## src/rtl/vrf_wb_arbiter_if.sv

```systemverilog
// ----------------------------------------------------------------------------
// vrf_wb_arbiter_if
//   Bundles the result-stream side (NrReq requesters) and the VRF write side
//   of the per-lane write-back arbiter.
//   Parameters: NrReq (requesters), DataW (VRF word width), AddrW (VRF word
//   address width), IdW (instruction id width). Strobe width is DataW/8.
//   Signals:
//     req_valid/req_wdata/req_wstrb/req_addr/req_id : per-requester result head
//     req_gnt   : one-hot pop back to the requester
//     vrf_we/vrf_wdata/vrf_wstrb/vrf_waddr/vrf_wid  : registered write to VRF
//     vrf_ready : VRF accepts the held write this cycle
//   Modports:
//     master : the environment (result buffers + vrf_accesser)
//     slave  : the arbiter
// ----------------------------------------------------------------------------
interface vrf_wb_arbiter_if #(
  parameter int unsigned NrReq = 3,
  parameter int unsigned DataW = 32,
  parameter int unsigned AddrW = 8,
  parameter int unsigned IdW   = 4
);
  localparam int unsigned StrbW = DataW / 8;

  logic [NrReq-1:0]            req_valid;
  logic [NrReq-1:0][DataW-1:0] req_wdata;
  logic [NrReq-1:0][StrbW-1:0] req_wstrb;
  logic [NrReq-1:0][AddrW-1:0] req_addr;
  logic [NrReq-1:0][IdW-1:0]   req_id;
  logic [NrReq-1:0]            req_gnt;

  logic             vrf_we;
  logic [DataW-1:0] vrf_wdata;
  logic [StrbW-1:0] vrf_wstrb;
  logic [AddrW-1:0] vrf_waddr;
  logic [IdW-1:0]   vrf_wid;
  logic             vrf_ready;

  modport master (
    output req_valid, req_wdata, req_wstrb, req_addr, req_id, vrf_ready,
    input  req_gnt, vrf_we, vrf_wdata, vrf_wstrb, vrf_waddr, vrf_wid
  );

  modport slave (
    input  req_valid, req_wdata, req_wstrb, req_addr, req_id, vrf_ready,
    output req_gnt, vrf_we, vrf_wdata, vrf_wstrb, vrf_waddr, vrf_wid
  );
endinterface

```

## src/rtl/vrf_wb_arbiter.sv

```systemverilog
// ----------------------------------------------------------------------------
// vrf_wb_arbiter
//   Shares the single per-lane VRF write port among NrReq functional-unit
//   result streams (index 0 = VALU). One valid requester is picked per cycle
//   by round-robin, popped through its grant, and its write is registered in a
//   one-entry output stage that drains when the VRF accepts it.
//   Ports:
//     clk_i            : clock
//     rst_i            : asynchronous reset, active-high
//     bus (slave)      : requester heads, grants, registered VRF write, ready
//     contention_cnt_o : cycles with at least one valid requester left ungranted
//   Optional feature: define VRF_WB_ARB_PERF_EN to build the saturating
//   contention counter; otherwise contention_cnt_o is tied to zero.
// ----------------------------------------------------------------------------
module vrf_wb_arbiter #(
  parameter int unsigned NrReq = 3,
  parameter int unsigned CntW  = 16,
  parameter int unsigned DataW = 32,
  parameter int unsigned AddrW = 8,
  parameter int unsigned IdW   = 4
) (
  input  logic              clk_i,
  input  logic              rst_i,
  vrf_wb_arbiter_if.slave   bus,
  output logic [CntW-1:0]   contention_cnt_o
);
  localparam int unsigned StrbW = DataW / 8;
  localparam int unsigned PtrW  = $clog2(NrReq);

  logic             valid_q, valid_d;
  logic [PtrW-1:0]  rr_ptr_q, rr_ptr_d;
  logic [DataW-1:0] wdata_q, wdata_d;
  logic [StrbW-1:0] wstrb_q, wstrb_d;
  logic [AddrW-1:0] waddr_q, waddr_d;
  logic [IdW-1:0]   wid_q, wid_d;

  logic             load_en;
  logic             found;
  logic             grant;
  logic [PtrW-1:0]  winner;

  // The output stage can take a new beat when empty or when it drains now.
  assign load_en = !valid_q || bus.vrf_ready;

  // Round-robin search starting at rr_ptr_q, wrapping modulo NrReq.
  always_comb begin : winner_search
    logic [PtrW:0] sum;
    found  = 1'b0;
    winner = '0;
    sum    = '0;
    for (int unsigned k = 0; k < NrReq; k++) begin
      sum = {1'b0, rr_ptr_q} + (PtrW+1)'(k);
      if (sum >= (PtrW+1)'(NrReq)) begin
        sum = sum - (PtrW+1)'(NrReq);
      end
      if (!found && bus.req_valid[sum[PtrW-1:0]]) begin
        found  = 1'b1;
        winner = sum[PtrW-1:0];
      end
    end
  end

  // Grants are forced low while reset is asserted so units never pop a beat
  // that the arbiter is about to discard.
  assign grant = found && load_en && !rst_i;

  generate
    for (genvar gi = 0; gi < NrReq; gi++) begin : g_req
      assign bus.req_gnt[gi] = grant && (winner == PtrW'(gi));

      // A waiting requester must keep presenting the same beat.
      req_hold_a: assert property (@(posedge clk_i) disable iff (rst_i)
        (bus.req_valid[gi] && !bus.req_gnt[gi]) |=>
          (bus.req_valid[gi] && $stable(bus.req_wdata[gi]) &&
           $stable(bus.req_wstrb[gi]) && $stable(bus.req_addr[gi]) &&
           $stable(bus.req_id[gi])));
    end
  endgenerate

  always_comb begin : next_state
    valid_d  = valid_q;
    rr_ptr_d = rr_ptr_q;
    wdata_d  = wdata_q;
    wstrb_d  = wstrb_q;
    waddr_d  = waddr_q;
    wid_d    = wid_q;
    if (grant) begin
      valid_d  = 1'b1;
      wdata_d  = bus.req_wdata[winner];
      wstrb_d  = bus.req_wstrb[winner];
      waddr_d  = bus.req_addr[winner];
      wid_d    = bus.req_id[winner];
      rr_ptr_d = (winner == PtrW'(NrReq - 1)) ? '0 : winner + PtrW'(1);
    end else if (load_en) begin
      // Drained with nothing to refill: stage goes empty, payload is don't-care.
      valid_d = 1'b0;
    end
  end

  always_ff @(posedge clk_i or posedge rst_i) begin
    if (rst_i) begin
      valid_q  <= 1'b0;
      rr_ptr_q <= '0;
      wdata_q  <= '0;
      wstrb_q  <= '0;
      waddr_q  <= '0;
      wid_q    <= '0;
    end else begin
      valid_q  <= valid_d;
      rr_ptr_q <= rr_ptr_d;
      wdata_q  <= wdata_d;
      wstrb_q  <= wstrb_d;
      waddr_q  <= waddr_d;
      wid_q    <= wid_d;
    end
  end

  assign bus.vrf_we    = valid_q;
  assign bus.vrf_wdata = wdata_q;
  assign bus.vrf_wstrb = wstrb_q;
  assign bus.vrf_waddr = waddr_q;
  assign bus.vrf_wid   = wid_q;

`ifdef VRF_WB_ARB_PERF_EN
  logic [CntW-1:0] cnt_q;
  logic            contended;

  // At most one count per cycle, however many requesters were passed over.
  assign contended = |(bus.req_valid & ~bus.req_gnt);

  always_ff @(posedge clk_i or posedge rst_i) begin
    if (rst_i) begin
      cnt_q <= '0;
    end else if (contended && (cnt_q != '1)) begin
      cnt_q <= cnt_q + CntW'(1);
    end
  end

  assign contention_cnt_o = cnt_q;
`else
  assign contention_cnt_o = '0;
`endif

endmodule
```

## src/flat_wrapper.sv

```systemverilog
// flat-port wrapper written by rule: the top's interface ports become plain ports
module vrf_wb_arbiter_flat 
#(
  parameter int unsigned NrReq = 3,
  parameter int unsigned CntW  = 16,
  parameter int unsigned DataW = 32,
  parameter int unsigned AddrW = 8,
  parameter int unsigned IdW   = 4
)
  (clk_i, rst_i, contention_cnt_o, bus_req_valid, bus_req_wdata, bus_req_wstrb, bus_req_addr, bus_req_id, bus_vrf_ready, bus_req_gnt, bus_vrf_we, bus_vrf_wdata, bus_vrf_wstrb, bus_vrf_waddr, bus_vrf_wid);
  vrf_wb_arbiter_if #(.NrReq(NrReq), .DataW(DataW), .AddrW(AddrW), .IdW(IdW)) bus_i ();
  input  logic clk_i;
  input  logic rst_i;
  output logic [CntW-1:0] contention_cnt_o;
  input wire logic [$bits(bus_i.req_valid)-1:0] bus_req_valid;
  input wire logic [$bits(bus_i.req_wdata)-1:0] bus_req_wdata;
  input wire logic [$bits(bus_i.req_wstrb)-1:0] bus_req_wstrb;
  input wire logic [$bits(bus_i.req_addr)-1:0] bus_req_addr;
  input wire logic [$bits(bus_i.req_id)-1:0] bus_req_id;
  input wire logic [$bits(bus_i.vrf_ready)-1:0] bus_vrf_ready;
  output wire logic [$bits(bus_i.req_gnt)-1:0] bus_req_gnt;
  output wire logic [$bits(bus_i.vrf_we)-1:0] bus_vrf_we;
  output wire logic [$bits(bus_i.vrf_wdata)-1:0] bus_vrf_wdata;
  output wire logic [$bits(bus_i.vrf_wstrb)-1:0] bus_vrf_wstrb;
  output wire logic [$bits(bus_i.vrf_waddr)-1:0] bus_vrf_waddr;
  output wire logic [$bits(bus_i.vrf_wid)-1:0] bus_vrf_wid;
  assign bus_i.req_valid = bus_req_valid;
  assign bus_i.req_wdata = bus_req_wdata;
  assign bus_i.req_wstrb = bus_req_wstrb;
  assign bus_i.req_addr = bus_req_addr;
  assign bus_i.req_id = bus_req_id;
  assign bus_i.vrf_ready = bus_vrf_ready;
  assign bus_req_gnt = bus_i.req_gnt;
  assign bus_vrf_we = bus_i.vrf_we;
  assign bus_vrf_wdata = bus_i.vrf_wdata;
  assign bus_vrf_wstrb = bus_i.vrf_wstrb;
  assign bus_vrf_waddr = bus_i.vrf_waddr;
  assign bus_vrf_wid = bus_i.vrf_wid;
  vrf_wb_arbiter #(.NrReq(NrReq), .CntW(CntW), .DataW(DataW), .AddrW(AddrW), .IdW(IdW)) u_core (.clk_i(clk_i), .rst_i(rst_i), .bus(bus_i), .contention_cnt_o(contention_cnt_o));
endmodule
```

## config.mk

```make
export PLATFORM = sky130hd
export DESIGN_NAME = vrf_wb_arbiter_flat
export DESIGN_NICKNAME = d
export VERILOG_FILES = /design/src/rtl/vrf_wb_arbiter_if.sv /design/src/rtl/vrf_wb_arbiter.sv /design/src/flat_wrapper.sv
export SDC_FILE = /design/constraint.sdc
export NUM_CORES = 1
export LEC_CHECK = 0
export CAP_MARGIN = 15
export CORE_ASPECT_RATIO = 1.75
export CORE_MARGIN = 2
export CORE_UTILIZATION = 37
export DETAILED_ROUTE_END_ITERATION = 7
export PLACE_DENSITY = 0.82
export SKIP_CTS_REPAIR_TIMING = 1
export SLEW_MARGIN = 10
export SYNTH_ARGS = -nofsm -noshare
export SYNTH_HDL_FRONTEND = slang
export SYNTH_SLANG_ARGS = --single-unit
```

## constraint.sdc

```tcl
create_clock -name clk_i -period 2.8 [get_ports clk_i]
set_input_delay 0.56 -clock clk_i [delete_from_list [all_inputs] [get_ports clk_i]]
set_output_delay 0.56 -clock clk_i [all_outputs]
set_load 0.03 [all_outputs]
```

After elaboration in Yosys (flattened, before gate mapping)
Cells that the tools add are included.
{"block": "op_classes", "addsub": 6, "magnitude_cmp": 7, "n_eq_ne": 2, "mux": 26, "n_reduce_logical": 14}
{"operator": "binary-select mux 32 bit (select 2 bit)", "count": 1}
{"operator": "two-way mux 32 bit", "count": 1}
{"operator": "binary-select mux 4 bit (select 2 bit)", "count": 2}
{"operator": "binary-select mux 8 bit (select 2 bit)", "count": 1}
{"operator": "two-way mux 2 bit", "count": 7}
{"operator": "less-than comparator 2 x 3 -> 1 bit (second input constant)", "count": 4}
{"operator": "two-way mux 1 bit", "count": 8}
{"operator": "two-way mux 4 bit", "count": 2}
{"operator": "two-way mux 8 bit", "count": 1}
{"operator": "logical AND 1 bit", "count": 7}
{"operator": "binary-select mux 1 bit (select 2 bit)", "count": 3}
{"operator": "greater-or-equal comparator 3 x 2 -> 1 bit (second input constant)", "count": 2}
{"operator": "subtractor 2 bit (second input constant)", "count": 3}
{"operator": "logical NOT 1 bit", "count": 4}
{"operator": "adder 2 x 1 -> 3 bit (second input constant)", "count": 1}
{"operator": "adder 2 x 2 -> 3 bit (second input constant)", "count": 1}
{"operator": "adder 2 x 1 -> 2 bit (second input constant)", "count": 1}
{"operator": "== test 2 x 1 -> 1 bit (second input constant)", "count": 1}
{"operator": "== test 2 bit (second input constant)", "count": 1}
{"operator": "greater-or-equal comparator 2 bit (second input constant)", "count": 1}
{"operator": "logical NOT 2 bit", "count": 1}
{"operator": "nonzero test 2 bit", "count": 1}
{"operator": "logical OR 1 bit", "count": 1}
{"block": "totals", "regBits": 51, "in_bits": 150, "elab_cells": 61}

Longest topological paths before layout
Gate-level depths: netlist of run 1.
{"block": "logic_depth", "depth_word": 14, "mapped_depth": 11, "mapped_depth_nobuf": 8}

Worst setup path before layout of run 1
No wires, ideal clock.
{"block": "synth_path", "path_kind": "reg-to-output", "from": "register u_core.rr_ptr_q[0]", "to": "output port bus_req_gnt[0]", "arrival_time_ns": 2.636, "setup_slack_ns": -0.396, "stages_incl_launch_ff": 10, "path_buffers": 2, "path_cell_list": "dfrtp_1 > inv_1 > ha_1 > nand2b_1 > a21o_1 > and4b_1 > or3_1 > buf_2 > buf_6 > nor3_1"}
{"block": "synth_via", "elab_chain_len": 14, "elab_cells_between_ends": 31, "cone_classes": "5 x add/sub; 3 x order compare; 15 x mux; 8 x reduce/logical"}
{"element": "start, declared", "line_no": "vrf_wb_arbiter.sv:31", "rtl": "logic [PtrW-1:0] rr_ptr_q, rr_ptr_d;"}
{"element": "start signal, assigned", "line_no": "vrf_wb_arbiter.sv:110", "rtl": "rr_ptr_q <= rr_ptr_d;"}
{"element": "branches (longest 13 deep; another with adder 2 x 1 -> 3 bit)"}
{"element": "logical AND 1 bit (*)", "line_no": "vrf_wb_arbiter.sv:69", "rtl": "assign bus.req_gnt[gi] = grant && (winner == PtrW'(gi));"}
{"element": "end, declared", "line_no": "flat_wrapper.sv:21", "rtl": "output wire logic [$bits(bus_i.req_gnt)-1:0] bus_req_gnt;"}
Every way passes the cells marked *. The select of a mux whose other input is x is not followed.

Worst setup path after layout of run 1
{"block": "layout_path", "from": "register u_core.rr_ptr_q[0]", "to": "output port bus_req_gnt[2]"}
{"block": "layout_via", "elab_chain_len": 14, "elab_cells_between_ends": 31, "cone_classes": "5 x add/sub; 3 x order compare; 1 x eq/ne; 15 x mux; 7 x reduce/logical"}
{"element": "branches (longest 13 deep; another with adder 2 x 1 -> 3 bit)"}
{"element": "logical AND 1 bit (*)", "line_no": "vrf_wb_arbiter.sv:69"}
Marks and branches as above.

==> results of run 1 <==
[where the power goes]
group	internal [uW]	total (uW)	switching, uW
Clock	331	591	260
Sequential	1130	1350	212
Combinational	2150	5280	3120
[registers in the layout, summed over array words and instances (netlist names)]
register and count:
u_core.bus.vrf_we 1, u_core.rr_ptr_q 2, u_core.bus.vrf_wdata 32, u_core.bus.vrf_waddr 8
u_core.bus.vrf_wstrb 4, u_core.bus.vrf_wid 4
[worst paths after layout]
kind,start,to,slack [ps],cells after the start
worst min-delay path,u_core.bus.vrf_wdata[8]$_DFFE_PP0P_,u_core.bus.vrf_wdata[8]$_DFFE_PP0P_,530,2
worst max-delay path,u_core.rr_ptr_q[0]$_DFFE_PP0P_,bus_req_gnt[2],-20,8
max in group asynchronous,rst_i,u_core.rr_ptr_q[1]$_DFFE_PP0P_,1410,4
worst min register to register,u_core.bus.vrf_wdata[8]$_DFFE_PP0P_,u_core.bus.vrf_wdata[8]$_DFFE_PP0P_,530,2
worst max register to register,u_core.rr_ptr_q[0]$_DFFE_PP0P_,u_core.bus.vrf_waddr[5]$_DFFE_PP0P_,260,11
min in group asynchronous,rst_i,u_core.bus.vrf_we$_DFFE_PP0P_,820,3
[cells by family (layout without fill, tap and decap cells)]
logic type,after synthesis,count (layout)
AOI/OAI and AO/OA,164,164
adders and majority gates,4,4
buffers and inverters,54,250
DFF,51,51
muxes,3,3
other,1,17
and+or+nand+nor,72,72
[synthesized netlist by cell type (2+ instances only)]
cell type / count / area, sq um
sky130_fd_sc_hd__a21o_1: 4 / 30.0
sky130_fd_sc_hd__a21oi_1: 53 / 265
sky130_fd_sc_hd__a221oi_2: 48 / 721
sky130_fd_sc_hd__buf_2: 9 / 45.0
sky130_fd_sc_hd__buf_4: 19 / 143
sky130_fd_sc_hd__buf_6: 7 / 78.8
sky130_fd_sc_hd__clkbuf_1: 13 / 48.8
sky130_fd_sc_hd__dfrtp_1: 51 / 1280
sky130_fd_sc_hd__ha_1: 4 / 50.1
sky130_fd_sc_hd__inv_1: 6 / 22.5
sky130_fd_sc_hd__mux2i_1: 2 / 20.0
sky130_fd_sc_hd__nand2_1: 3 / 11.3
sky130_fd_sc_hd__nand2b_1: 3 / 18.8
sky130_fd_sc_hd__nand3b_1: 2 / 15.0
sky130_fd_sc_hd__nor2_1: 50 / 188
sky130_fd_sc_hd__nor2b_1: 3 / 18.8
sky130_fd_sc_hd__nor3_1: 2 / 10.0
sky130_fd_sc_hd__o21ai_0: 52 / 260
sky130_fd_sc_hd__o21ai_2: 2 / 17.5
[worst max-delay path: cells and delay by family (launching register included)]
family | cells | cell delay, ps
AOI/OAI and AO/OA | 1 | 190
buffers and inverters | 2 | 310
DFF | 1 | 400
and+or+nand+nor | 4 | 920
adders and majority gates | 1 | 170
[metal layers]
layer,vias up,track usage [%],part of all wire [%]
li1,1696,-,-
met1,1772,26.2,36
met2,142,46.2,55
met3,32,3.71,4.7
met4,0,13.3,4.2
met5,-,0,0
[stage by stage]
step	cell area, sq um	setup TNS (ps)	total power, uW	util, %	cells
after global placement	5570	-978	6290	62.1	666
after CTS	5710	-719	7050	63.6	674
after floorplan	3470	0	4580	-	364
final	5820	-22.0	7210	64.9	681
after detailed placement	5570	-5020	6440	62.1	666
after global routing	5820	-222	7680	64.9	681
[layout make-up]
type                    instances  area, sq um  share of cell area, %
multi-input cells             259         1930                   33.1
repair buffers                236         2300                   39.6
clock inverters                 1         5.00                 0.0859
clock buffers                   7          133                   2.28
inverters                       6         22.5                  0.387
flip-flops and latches         51         1280                   21.9
diodes                          1         2.50                 0.0430
well taps                     120          150                   2.58
[cells in the final DEF, fill, tap and decap left out, drive strengths merged]
cell type / Yosys / routed
a21o: 4 / 4
a21oi: 54 / 54
a221oi: 48 / 48
and2: 1 / 1
and3: 1 / 1
and4: 1 / 1
and4b: 1 / 1
buf: 35 / 38
clkbuf: 13 / 7
clkdlybuf4s50: 0 / 196
clkinv: 0 / 1
conb: 1 / 16
dfrtp: 51 / 51
diode: 0 / 1
dlymetal6s2s: 0 / 2
ha: 4 / 4
inv: 6 / 6
mux2: 1 / 1
mux2i: 2 / 2
nand2: 3 / 3
nand2b: 3 / 3
nand3b: 2 / 2
nand4: 1 / 1
nand4b: 1 / 1
nor2: 51 / 51
nor2b: 3 / 3
nor3: 3 / 3
o21ai: 55 / 55
o21bai: 1 / 1
o22ai: 1 / 1
o31ai: 1 / 1
or3: 1 / 1
==> reports/qor.txt, run 1 <==
======================================================================================
Status                                                                    finished, violations left
Failing checks                                                            setup timing
Fraction of synthesized cell area in xor and xnor cells                             0%
Vertical extent of the die                                                 130 microns
Number of register bits inferred by synthesis                                       51
Post-synthesis average cell area                                            9.68 sq um
Buffers on Ports                                                                   201
Crit path largest cell delay                                                    400 ps
Area inside the core boundary                                               8980 sq um
Simple-gate area share of the yosys netlist                                      9.96%
Netlist area before placement                                               3380 sq um
Clk sinks                                                                           51
Drt via density                                                                   5.35
CP cell instances                                                         buf_4, ha_4, nand2b_4, a21o_1, and4b_1, or3_4, nor3_4, buf_6
Compound-gate portion of the synthesized area                                    39.7%
Starting density of the core                                                     37.6%
Max-slew violation count                                                             0
Syn. warnings                                                                        0
Final hold viol count                                                                0
Skew-Pair Late Insertion Delay                                                  280 ps
Initial antenna violation count                                                      1
Worst rel slew slack                                                             61.7%
Clock slew at the register clock pins of the worst setup and hold paths          70 ps
Maximum clock rate                                                             354 MHz
CTS root buf                                                              sky130_fd_sc_hd__clkbuf_16
Tightest Hold Check Type                                                  flip-flop to flip-flop
Number of failing setup endpoints in the final timing report                         1
Setup repair after global routing missed its margin                                yes
Minimum setup slack in the final design                                       -22.0 ps
Number of vias in the routed layout                                               3642
Number of buffers on the longest clock path                                          2
Largest family of logic cells by synthesized area                         compound AO/OA/AOI/OAI gates
Synth unique cells                                                                  35
Detailed Routing Iterations Pass 1                                                   4
Post-Place Setup Slack                                                         -220 ps
Boundary Pins                                                                      218
Sequential element share of the synthesized area                                 37.8%
Critical Path End Type                                                    primary output
Gate count after technology mapping                                                349
Crit share post-route                                                             101%
Wire length per cell after detailed routing                               18.7 microns
Share of cells above drive strength 1                                            20.5%
Width of the die                                                          76.2 microns
Critical path start-end classification                                    flip-flop to primary output
Final GP Congestion                                                              0.858
Vias in the first global route                                                    3686
Crit path time final                                                           2820 ps
Transition time of the tightest slew-check pin                                  574 ps
Pin count of the biggest net entering global routing                                49
Number of design rule violations left after detail routing                           0
Async set or reset register ratio after synthesis                                 100%
Wire length of the first global-routing pass                              19300 microns
Worst-path maximum fanout                                                            5
Clock skew after layout                                                        4.67 ps
Most used flip-flop cell after synthesis                                  sky130_fd_sc_hd__dfrtp_1
Global-route congestion overflow total                                               0
Maximum vdd drop                                                              0.986 mV
LEAKAGE                                                                     0.00234 uW
Total die area                                                              9940 sq um
Worst Path Arrival                                                             2260 ps
Total Nets Final                                                                   713
Count of routing violations after the opening detailed-route iteration             217
DP HPWL                                                                   9480 microns
Total length of routed wires                                              12700 microns
Total power per unit cell area                                            1240 nW/um^2
Multiplexer share of the synthesized area                                       0.926%
Gr usage total                                                                   24.5%
Number of violations of the max-capacitance limit                                    0
Worst Path Required                                                            2240 ps
Critical Path Slowest Stage Cell                                          sky130_fd_sc_hd__dfrtp_1
Synth Area in Adders                                                             1.48%
Critical path launch point type                                              flip-flop
CTS tree                                                                          done
Count of H-tree levels built during CTS                                              2
Hold slack                                                                      533 ps
Final ANT Viol Nets                                                                  0
Synth-to-layout area growth                                                      72.4%
Number of filler cells placed in the layout                                        752
Core Rows                                                                           46
Post-synth EDFFs                                                                     0
Number of buffers created by CTS                                                     5
======================================================================================
(Power assumes the default switching activity.)
==> inputs of run 2 (changes only) <==
--- a/config.mk
+++ b/config.mk
@@ -12,7 +12,6 @@
 export DETAILED_ROUTE_END_ITERATION = 7
 export PLACE_DENSITY = 0.82
 export SKIP_CTS_REPAIR_TIMING = 1
-export SLEW_MARGIN = 10
 export SYNTH_ARGS = -nofsm -noshare
 export SYNTH_HDL_FRONTEND = slang
 export SYNTH_SLANG_ARGS = --single-unit
==> results of run 2 <==
Same layout as run 1: the final DEF is identical, and so are final timing and power.
